`config.mk`:
```
export PLATFORM = sky130hd
export DESIGN_NAME = nibble_serial_adder
export DESIGN_NICKNAME = d
export VERILOG_FILES = /design/src/rtl/arith_pkg.sv /design/src/rtl/adder_4bit_slice.sv /design/src/rtl/nibble_serial_adder.sv
export SDC_FILE = /design/constraint.sdc
export NUM_CORES = 1
export LEC_CHECK = 0
export ABC_AREA = 1
export CELL_PAD_IN_SITES_DETAIL_PLACEMENT = 1
export CELL_PAD_IN_SITES_GLOBAL_PLACEMENT = 1
export CORE_MARGIN = 10
export CORE_UTILIZATION = 36
export DETAILED_ROUTE_END_ITERATION = 7
export GPL_ROUTABILITY_DRIVEN = 0
export PLACE_DENSITY_LB_ADDON = 0.1
export SLEW_MARGIN = 20
export SYNTH_ARGS = -nofsm -noshare
export SYNTH_HDL_FRONTEND = slang
export SYNTH_SLANG_ARGS = --single-unit
```
`constraint.sdc`:
```
create_clock -name clk -period 2.6 [get_ports clk]
set_input_delay 0.39 -clock clk [delete_from_list [all_inputs] [get_ports clk]]
set_output_delay 0.39 -clock clk [all_outputs]
set_load 0.01 [all_outputs]
```
`src/rtl/arith_pkg.sv`:
```
// Shared arithmetic-datapath definitions: controller state encoding and slice width.
// Reused by the serial adder and the subtractor family.
package arith_pkg;

  localparam int SLICE_W = 4;

  typedef enum logic [1:0] {
    IDLE = 2'd0,
    BUSY = 2'd1,
    DONE = 2'd2
  } arithState_t;

endpackage

```
`src/rtl/adder_4bit_slice.sv`:
```
// Combinational 4-bit slice adder: {c_o, s_o} = x_i + y_i + cin_i.
module adder_4bit_slice
  import arith_pkg::*;
(
  input  logic [SLICE_W-1:0] x_i,
  input  logic [SLICE_W-1:0] y_i,
  input  logic               cin_i,
  output logic [SLICE_W-1:0] s_o,
  output logic               c_o
);

  assign {c_o, s_o} = {1'b0, x_i} + {1'b0, y_i} + {{SLICE_W{1'b0}}, cin_i};

endmodule

```
`src/rtl/nibble_serial_adder.sv`:
```
// Bit-serial-by-nibble adder: one 4-bit slice per clock, LSB slice first, start/done handshake.
// Optional OVERFLOW_FLAG_EN adds a registered two's-complement overflow output.
module nibble_serial_adder
  import arith_pkg::*;
#(
  parameter int NIBBLES = 4
) (
  input  logic                       clk,
  input  logic                       rst,
  input  logic                       start,
  input  logic [SLICE_W*NIBBLES-1:0] a,
  input  logic [SLICE_W*NIBBLES-1:0] b,
  output logic                       busy,
  output logic                       done,
  output logic [SLICE_W*NIBBLES-1:0] sum,
  output logic                       carry_out
`ifdef OVERFLOW_FLAG_EN
  ,output logic                      overflow
`endif
);

  localparam int W     = SLICE_W * NIBBLES;
  localparam int IDX_W = $clog2(NIBBLES) + 1;
  localparam logic [IDX_W-1:0] LAST_IDX = IDX_W'(NIBBLES - 1);

  arithState_t        state_q, state_d;
  logic [W-1:0]       opA_q, opA_d;
  logic [W-1:0]       opB_q, opB_d;
  logic [W-1:0]       sum_q, sum_d;
  logic               carry_q, carry_d;
  logic [IDX_W-1:0]   sliceIdx_q, sliceIdx_d;
  logic               done_q, done_d;
  logic               carryOut_q, carryOut_d;
`ifdef OVERFLOW_FLAG_EN
  logic               ovfPending_q, ovfPending_d;
  logic               overflow_q, overflow_d;
`endif

  logic [SLICE_W-1:0] sliceA, sliceB, sliceSum;
  logic               sliceCarry;

  assign sliceA = opA_q[SLICE_W*int'(sliceIdx_q) +: SLICE_W];
  assign sliceB = opB_q[SLICE_W*int'(sliceIdx_q) +: SLICE_W];

  adder_4bit_slice u_slice (
    .x_i  (sliceA),
    .y_i  (sliceB),
    .cin_i(carry_q),
    .s_o  (sliceSum),
    .c_o  (sliceCarry)
  );

  always_comb begin
    state_d    = state_q;
    opA_d      = opA_q;
    opB_d      = opB_q;
    sum_d      = sum_q;
    carry_d    = carry_q;
    sliceIdx_d = sliceIdx_q;
    done_d     = 1'b0;
    carryOut_d = carryOut_q;
`ifdef OVERFLOW_FLAG_EN
    ovfPending_d = ovfPending_q;
    overflow_d   = overflow_q;
`endif
    unique case (state_q)
      IDLE: begin
        if (start) begin
          opA_d      = a;
          opB_d      = b;
          carry_d    = 1'b0;
          sliceIdx_d = '0;
          state_d    = BUSY;
        end
      end
      BUSY: begin
        sum_d[SLICE_W*int'(sliceIdx_q) +: SLICE_W] = sliceSum;
        carry_d    = sliceCarry;
        sliceIdx_d = sliceIdx_q + IDX_W'(1);
        if (sliceIdx_q == LAST_IDX) begin
          state_d = DONE;
`ifdef OVERFLOW_FLAG_EN
          // Carry into the MSB is recovered from the MSB's own sum bit.
          ovfPending_d = sliceCarry ^ (sliceA[SLICE_W-1] ^ sliceB[SLICE_W-1] ^ sliceSum[SLICE_W-1]);
`endif
        end
      end
      DONE: begin
        done_d     = 1'b1;
        carryOut_d = carry_q;
`ifdef OVERFLOW_FLAG_EN
        overflow_d = ovfPending_q;
`endif
        state_d    = IDLE;
      end
      default: state_d = IDLE;
    endcase
  end

  always_ff @(posedge clk) begin
    if (rst) begin
      state_q    <= IDLE;
      opA_q      <= '0;
      opB_q      <= '0;
      sum_q      <= '0;
      carry_q    <= 1'b0;
      sliceIdx_q <= '0;
      done_q     <= 1'b0;
      carryOut_q <= 1'b0;
`ifdef OVERFLOW_FLAG_EN
      ovfPending_q <= 1'b0;
      overflow_q   <= 1'b0;
`endif
    end else begin
      state_q    <= state_d;
      opA_q      <= opA_d;
      opB_q      <= opB_d;
      sum_q      <= sum_d;
      carry_q    <= carry_d;
      sliceIdx_q <= sliceIdx_d;
      done_q     <= done_d;
      carryOut_q <= carryOut_d;
`ifdef OVERFLOW_FLAG_EN
      ovfPending_q <= ovfPending_d;
      overflow_q   <= overflow_d;
`endif
    end
  end

  assign busy      = (state_q == BUSY);
  assign done      = done_q;
  assign sum       = sum_q;
  assign carry_out = carryOut_q;
`ifdef OVERFLOW_FLAG_EN
  assign overflow  = overflow_q;
`endif

endmodule

```
==> results.md, run 1 <==
* Clock sink count at 56
* Dpl hpwl at 5330 microns
* Synthesized area at 0.00253 sq mm
* Post_cts resized at 0
* Synth Area per Inst at 7.62 sq um
* Synthesized instance count at 332
* P_leak at ~0.0013 uW
* CTS HTree Levels at 2
* Input/output buffers at 53
* First-pass GRT wire length at 11300 microns
* Yosys warning total at 0
* WP data arrival at 2560 ps
* Largest area contributor in the synthesized netlist: dfxtp_1
* Vias at 2299
* Initial antenna violation count at 0
* Unrepaired setup endpoints after global routing: no
* Die width at 104 microns
* Slew HR at 63.5%
* Post-Syn Nets at 379
* Fill cells at 886
* Layout area overhead at 29.2%
* Post-route DRC at 0
* Vias in the first global route at 2424
* Initial Util at a little under two fifths
* Post-Place Cell Area at roughly 0.0032 sq mm
* Hold buffer count at cts at 0
* N_diodes at 0
* Period minus WS final at 2370 ps
* Worst slew pin tran at around 550 ps
* Power, Total at 1900 uW
* Outcome: finished clean
* Wire per inst at 13.9 microns
* Design area at 0.00327 sq mm
* Max cap viols at 0
* Final core occ at a little under half
* Non-Filler Instances at 481
* Startpoint Class: flip-flop
* Top Ports at 54
* Total grt overflow at 0
* Post-synth top area share at 44.3%
* Final Max Slew Viols at 0
* Post-synthesis sequential area ratio at 44.3%
* Vias per Instance at 4.78
* Worst-path fanout max at 10
* Async set-reset flop share out of synthesis at 0%
* Crit. End Element: flip-flop
* Row cnt at 30
* Die area at 0.0108 sq mm
* TritonCTS buffer count at 5
* DRT Wirelength at 6690 microns
* Root buffer cell: clkbuf_8
* Worst VDD drop at about 250 uV
* Final setup TNS at 0 ps
* Setup violations, final at 0
* Top_reg_cell synth: dfxtp_1
* Top cells by count, synth: nor2_1, dfxtp_1, o21ai_0, nand2_1, a21oi_1
* Count leader, synth: nor2_1
* CTS tree: done
* Final Hold Vio Count at 0
* Worst-path clk slew at approximately 90 ps
* Final ANT Viol Nets at 0
* Gr usage total at around 12%
* FMAX at approximately 420 MHz
* Core ar. at 0.00683 sq mm
* Layout Nets at 433
* Number of setup buffers added after CTS at 0
* Placed cell count at 475
* First-pass DRT Iterations at 4
* Setup Skew at around 5.8 ps
* Die Span Y at 104 microns
* Seq cells post-synth at 56
* CTS max path bufs at 2
* EDFF count, synth at 0
* Largest net degree at the start of global routing at 35
* Worst Path Required at around 2800 ps
* Power density cells at 580 mW/mm^2
* Final cycle utilization of the critical path at 91.0%
* Worst setup path class: reg -> reg
* Top cells by area, synth: dfxtp_1, nor2_1, o21ai_0
* Synth unique cells at 30
* Initial DRC Count at 69
* Share of cells above drive strength 1 at approximately 8.3%
* Clk Latency, worst-skew pair at 300 ps
* Worst min path class: reg -> reg
state kept, by name, summed over array words and instances (netlist names):
register    flops
opA_q          16
opB_q          16
sum            16
sliceIdx_q      3
state_q         2
carry_out       1
carry_q         1
done            1
where the power goes:
group	leakage [uW]	internal (uW)	switching (uW)
registers	0.000460	911	33.2
clock network	0.0000501	277	266
logic	0.000771	175	234
routing by layer:
layer,wire length [microns],part of all wire [%],up-vias,track usage (%)
met5,0,0,-,0
met4,75,1.1,0,3.58
met3,256,3.8,5,3.22
met2,3340,50,37,22.1
met1,3020,45,1062,13.8
li1,-,-,1195,-
worst max-delay path, cell delays in order (launching register included):
cell	delay, ps
dfxtp_1	390
buf_4	200
o21ai_0	110
o22ai_1	170
nand2_1	90
fa_1	380
inv_1	100
fa_1	470
nand2_1	100
inv_1	50
a22oi_1	150
nor2_1	60
cell usage in the layout, fill, tap and decap left out, types with 9 or more instances in the layout:
| cell | count |
|---|---|
| buf_4 | 9 |
| nor2_1 | 106 |
| inv_1 | 13 |
| o21ai_0 | 48 |
| ha_1 | 10 |
| nand2_1 | 23 |
| a21oi_1 | 17 |
| dfxtp_1 | 56 |
| clkdlybuf4s50_1 | 53 |
through the flow:
stage	hold WS, ps	setup slack (ps)
5_1_grt	488	33.2
4_1_cts	469	191
3_5_place_dp	455	211
2_1_floorplan	443	313
3_3_place_gp	453	322
6_report	465	233
cell families after synthesis:
logic type	share of synthesized area [%]
AOI/OAI and AO/OA	16.8
and+or+nand+nor	25.9
buffers and inverters	6.18
DFF	44.3
xor gates and xnor gates	0.346
adders and majority gates	6.53
final timing paths:
check	start	endpoint	slack (ps)	cells past startpoint
worst min-delay path	sum[9]	sum[9]	470	2
worst max-delay path	sliceIdx_q[0]	sum[13]	230	11
worst max register to register	sliceIdx_q[0]	sum[13]	230	11
worst min register to register	sum[9]	sum[9]	470	2
layout make-up:
type / instances / area (sq um) / share of cell area [%]
Tap cell: 96 / 120 / 3.67
Clock inverter: 1 / 30.0 / 0.918
Sequential cell: 56 / 1120 / 34.3
Inverter: 19 / 76.3 / 2.33
Timing Repair Buffer: 62 / 598 / 18.3
Clock buffer: 5 / 68.8 / 2.10
Multi-Input combinational cell: 242 / 1260 / 38.4
Power figures use the tool's default switching activity.
==> run 2: changes to the inputs <==
--- a/config.mk
+++ b/config.mk
@@ -12,7 +12,7 @@
 export CORE_UTILIZATION = 36
 export DETAILED_ROUTE_END_ITERATION = 7
 export GPL_ROUTABILITY_DRIVEN = 0
-export PLACE_DENSITY_LB_ADDON = 0.1
+export PLACE_DENSITY = 0.84
 export SLEW_MARGIN = 20
 export SYNTH_ARGS = -nofsm -noshare
 export SYNTH_HDL_FRONTEND = slang
==> results.md, run 2 (synthesized netlist as in run 1, its figures left out) <==
* Layout area overhead at 28.7%
* CTS HTree Levels at 2
* Startpoint Class: flip-flop
* Met1 Use GR at 13.8%
* DRT Wirelength at 7150 microns
* Root buffer cell: clkbuf_8
* Power density cells at 567 mW/mm^2
* Final cycle utilization of the critical path at between 90 and 100%
* Initial Util at 37.1%
* Total grt overflow at 0
* Most Crowded Layer GR: met2
* Commonest cells after routing, fill and taps aside: nor2_1, dfxtp_1, clkdlybuf4s50_1
* FMAX at 415 MHz
* Worst-path clk slew at 90 ps
* First-pass DRT Iterations at 4
* Clock sink count at 56
* Largest net degree at the start of global routing at 34
* Final Max Slew Viols at 0
* Layout Nets at approximately 430
* Dpl hpwl at 5550 microns
* Worst-path fanout max at 13
* Core ar. at between 0.006 and 0.007 sq mm
* Share of cells above drive strength 1 at 8.29%
* CTS max path bufs at 2
* Met2 Track Usage GR at 23.6%
* Input/output buffers at 53
* Setup violations, final at 0
* Period minus WS final at 2410 ps
* Unrepaired setup endpoints after global routing: no
* Initial antenna violation count at 0
* Worst hold path depth at 2
* Die width at around 100 microns
* TritonCTS buffer count at 5
* Vias at 2362
* Power, Total at 1850 uW
* Outcome: finished clean
* Row cnt at 30
* P_leak at roughly 0.0013 uW
* N_diodes at 0
* Fill cells at approximately 870
* Number of setup buffers added after CTS at 0
* Vias per Instance at 4.90
* Die area at 0.0108 sq mm
* Worst Path Required at 2800 ps
* Crit. End Element: flip-flop
* WP data arrival at 2610 ps
* Setup Skew at 4.58 ps
* GR Layer Usage met3 at 3.10%
* CTS tree: done
* Worst min path class: reg -> reg
* Reg2Reg Depth at 11
* Worst slew pin tran at slightly below 600 ps
* Clk Latency, worst-skew pair at ~310 ps
* Slew HR at 60.7%
* Final Hold Vio Count at 0
* Worst VDD drop at 179 uV
* Worst setup path class: reg -> reg
* Top Ports at 54
* Initial DRC Count at 63
* Final ANT Viol Nets at 0
* Post-route DRC at 0
* Vias in the first global route at roughly 2500
* Die Span Y at 104 microns
* Commonest non-fill, non-tap cell in the layout: nor2_1
* First-pass GRT wire length at 11800 microns
* Max cap viols at 0
* Final setup TNS at 0 ps
* Gr usage total at 12.9%
* Wire per inst at 14.8 microns
## run 2: cell types whose count changed in the layout (fill, tap and decap cells not counted), sizes merged
cell and delta:
clkbuf +3, bufinv -1, buf -1
## run 2: worst paths after layout
path,from,end,slack (ps)
setup reg to reg,sliceIdx_q[0],sum[13],190
setup / recovery,sliceIdx_q[0],sum[13],190
hold / removal,sum[9],sum[9],470
hold reg to reg,sum[9],sum[9],470
## run 2: what timing repair did
action / CTS / global route
endpoints found under the setup margin: 0 / 2
hold buffers: 0 / 0
resized for setup: 0 / 3
## run 2: critical path, stage by stage (launching register included)
cell and delay [ps]:
dfxtp_1 390, buf_6 180, o21ai_0 100, o22ai_1 200
nand2_1 100, fa_1 390, inv_1 100, fa_1 460
nand2_1 100, inv_1 60, a22oi_1 170, nor2_1 60
## run 2: through the flow
step           util [%]  setup WS [ps]  instances  instance area (sq um)  hold slack [ps]
2_1_floorplan         -            313        332                   2530              443
3_3_place_gp       46.3            320        474                   3160              453
3_5_place_dp       46.3            170        474                   3160              456
4_1_cts            47.6            106        482                   3250              471
5_1_grt            47.7           1.46        482                   3260              485
6_report           47.7            190        482                   3260              471
## run 2: power breakdown
part           total, uW  switching, uW  leakage (uW)  internal, uW
clock network        491            273     0.0000455           218
logic                411            236      0.000767           174
registers            945           34.1      0.000460           911
## run 2: final cells by class
type	count	area [sq um]	share of cell area [%]
Timing Repair Buffer	61	594	18.2
Inverter	19	76.3	2.34
Tap cell	96	120	3.69
Multi-Input combinational cell	242	1260	38.6
Clock buffer	8	90.1	2.76
Sequential cell	56	1120	34.4
## run 2: per-layer routing
| metal | vias to the layer above | part of all wire [%] |
|---|---|---|
| met5 | - | 0 |
| met3 | 12 | 4.2 |
| met1 | 1105 | 43 |
| li1 | 1196 | - |
| met2 | 49 | 51 |
| met4 | 0 | 1.7 |
==> run 3: changes to the inputs <==
--- a/config.mk
+++ b/config.mk
@@ -13,6 +13,7 @@
 export DETAILED_ROUTE_END_ITERATION = 7
 export GPL_ROUTABILITY_DRIVEN = 0
 export PLACE_DENSITY = 0.84
+export SETUP_SLACK_MARGIN = 0.1
 export SLEW_MARGIN = 20
 export SYNTH_ARGS = -nofsm -noshare
 export SYNTH_HDL_FRONTEND = slang
==> results.md, run 3 (synthesized netlist as in run 1, its figures left out) <==
* Share of cells above drive strength 1 at 9.07%
* Clock sink count at 56
* Input/output buffers at 53
* Setup violations, final at 0
* Period minus WS final at 2350 ps
* Vias at approximately 2400
* Layout Nets at between 400 and 500
* Die width at 104 microns
* Worst setup path class: reg -> reg
* Worst slew pin tran at 588 ps
* Comb power frac at 22.4%
* Worst hold path depth at 2
* Worst r2r dst: sum[13]
* Worst Hold Launch: sum[12]
* Crit. End Element: flip-flop
* Power density cells at 566 mW/mm^2
* Slowest stage delay, CP at 430 ps
* FMAX at 426 MHz
* Root buffer cell: clkbuf_8
* Worst-path fanout max at 7
* Crit path cell chain: inv_2 > nand2_4 > o32ai_1 > inv_1 > fa_1 > inv_2 > fa_1 > nand2_1 > inv_1 > a22oi_1 > nor2_1
* RR Startpoint: sliceIdx_q[1]
* Vias in the first global route at approximately 2500
* Setup Skew at ~3.8 ps
* Switching power at 545 uW
* Setup WS pre-CTS at between 150 and 200 ps
* Core ar. at 0.00683 sq mm
* Worst VDD drop at 179 uV
* Largest net degree at the start of global routing at 34
* Final ANT Viol Nets at 0
* Commonest non-fill, non-tap cell in the layout: nor2_1
* Final Hold Vio Count at 0
* Worst min path class: reg -> reg
* TritonCTS buffer count at 5
* Initial Util at 37.1%
* P_leak at 0.00127 uW
* Reg2Reg Depth at 11
* Die area at 0.0108 sq mm
* Setup slack, reg-to-reg at 250 ps
* Sw frac at between 20% and 30%
* Bufs and invs on worst path at 4
* Worst Path Required at 2810 ps
* Final setup TNS at 0 ps
* Sequential cell fraction of total power at approximately half
* Final worst slack at 250 ps
* Fill cells at 864
* Clock Power Share at 26.6%
* Vias per Instance at 4.91
* CP delay by family, top: adder cells
* Max cap viols at 0
* Wire per inst at 14.9 microns
* Layout area overhead at 29.2%
* Startpoint Class: flip-flop
* Row cnt at 30
* Dpl hpwl at 5550 microns
* Top Ports at 54
* Final cycle utilization of the critical path at 90.4%
* DRT Wirelength at 7170 microns
* Clk Latency, worst-skew pair at 310 ps
* Outcome: finished clean
* Commonest cells after routing, fill and taps aside: nor2_1, dfxtp_1, clkdlybuf4s50_1
* Worst-path clk slew at 90 ps
* Critical path's slowest cell: fa_1
* Final Max Slew Viols at 0
* WP data arrival at around 2600 ps
* Worst Hold End: sum[12]
* Initial DRC Count at roughly 50
* Pint at 1310 uW
* Post-route DRC at 0
* Number of setup buffers added after CTS at 0
* First-pass DRT Iterations at 4
* Gr usage total at 12.9%
* CTS HTree Levels at 2
* First-pass GRT wire length at 11800 microns
* CTS tree: done
* Die Span Y at 104 microns
* Slew HR at 60.8%
* N_diodes at 0
* Unrepaired setup endpoints after global routing: no
* Initial antenna violation count at 0
* CTS max path bufs at 2
* Total grt overflow at 0
==> run 3: changes by cell type in the layout (fill, tap and decap cells not counted) <==
| cell | change |
|---|---|
| dfxtp_1 | -2 |
| buf_4 | -1 |
| buf_8 | +1 |
| dfxtp_2 | +1 |
| dfxtp_4 | +1 |
| inv_1 | -1 |
| inv_2 | +1 |
==> run 3: power groups by stage <==
| stage | Combinational, uW | Clock (uW) | Sequential, uW |
|---|---|---|---|
| final | 414 | 492 | 945 |
| after global routing | 468 | 533 | 952 |
| after CTS | 413 | 504 | 945 |
| after detailed placement | 409 | 0 | 964 |
| after global placement | 391 | 0 | 962 |
| after floorplan | 262 | 0 | 957 |
==> run 3: final cells by class <==
class	count	area, sq um	area share [%]
multi-input cells	242	1260	38.4
flip-flops and latches	56	1130	34.4
repair buffers	61	602	18.4
well taps	96	120	3.67
clock buffers	8	90.1	2.75
inverters	19	76.3	2.33
==> run 3: stage by stage <==
step / util, % / total power (uW) / cell area (sq um) / std cells / hold WS (ps)
final: 47.9 / 1850 / 3270 / 482 / 471
after global routing: 47.9 / 1950 / 3270 / 482 / 485
after CTS: 47.6 / 1860 / 3250 / 482 / 471
after detailed placement: 46.3 / 1370 / 3160 / 474 / 456
after global placement: 46.3 / 1350 / 3160 / 474 / 453
after floorplan: - / 1220 / 2530 / 332 / 443
==> run 3: tightest hold or removal path: stages (launching register included) <==
cell	delay [ps]
dfxtp_1	320
nand2_1	60
a21oi_1	50
==> run 3: per-layer routing <==
layer	global-route usage, %	vias up	part of all wire (%)	routed length, microns
met2	23.6	54	51	3640
li1	-	1197	-	-
met5	0	-	0	0
met3	3.10	12	4.3	306
met1	13.8	1102	43	3100
met4	4.97	0	1.7	125
==> run 3: what timing repair did <==
action	in CTS	in global routing
hold buffers	0	0
resized for setup	0	9
setup endpoints to repair	0	9
==> run 3: worst max-delay path by stage <==
stage	from	end	slack, ps	cells past startpoint
after floorplan	sliceIdx_q[0]	sum[13]	310	12
after global placement	sliceIdx_q[1]	sum[13]	320	12
after detailed placement	sliceIdx_q[1]	sum[13]	170	12
after CTS	sliceIdx_q[1]	sum[13]	110	12
after global routing	sliceIdx_q[1]	sum[13]	100	12
final	sliceIdx_q[1]	sum[13]	250	11
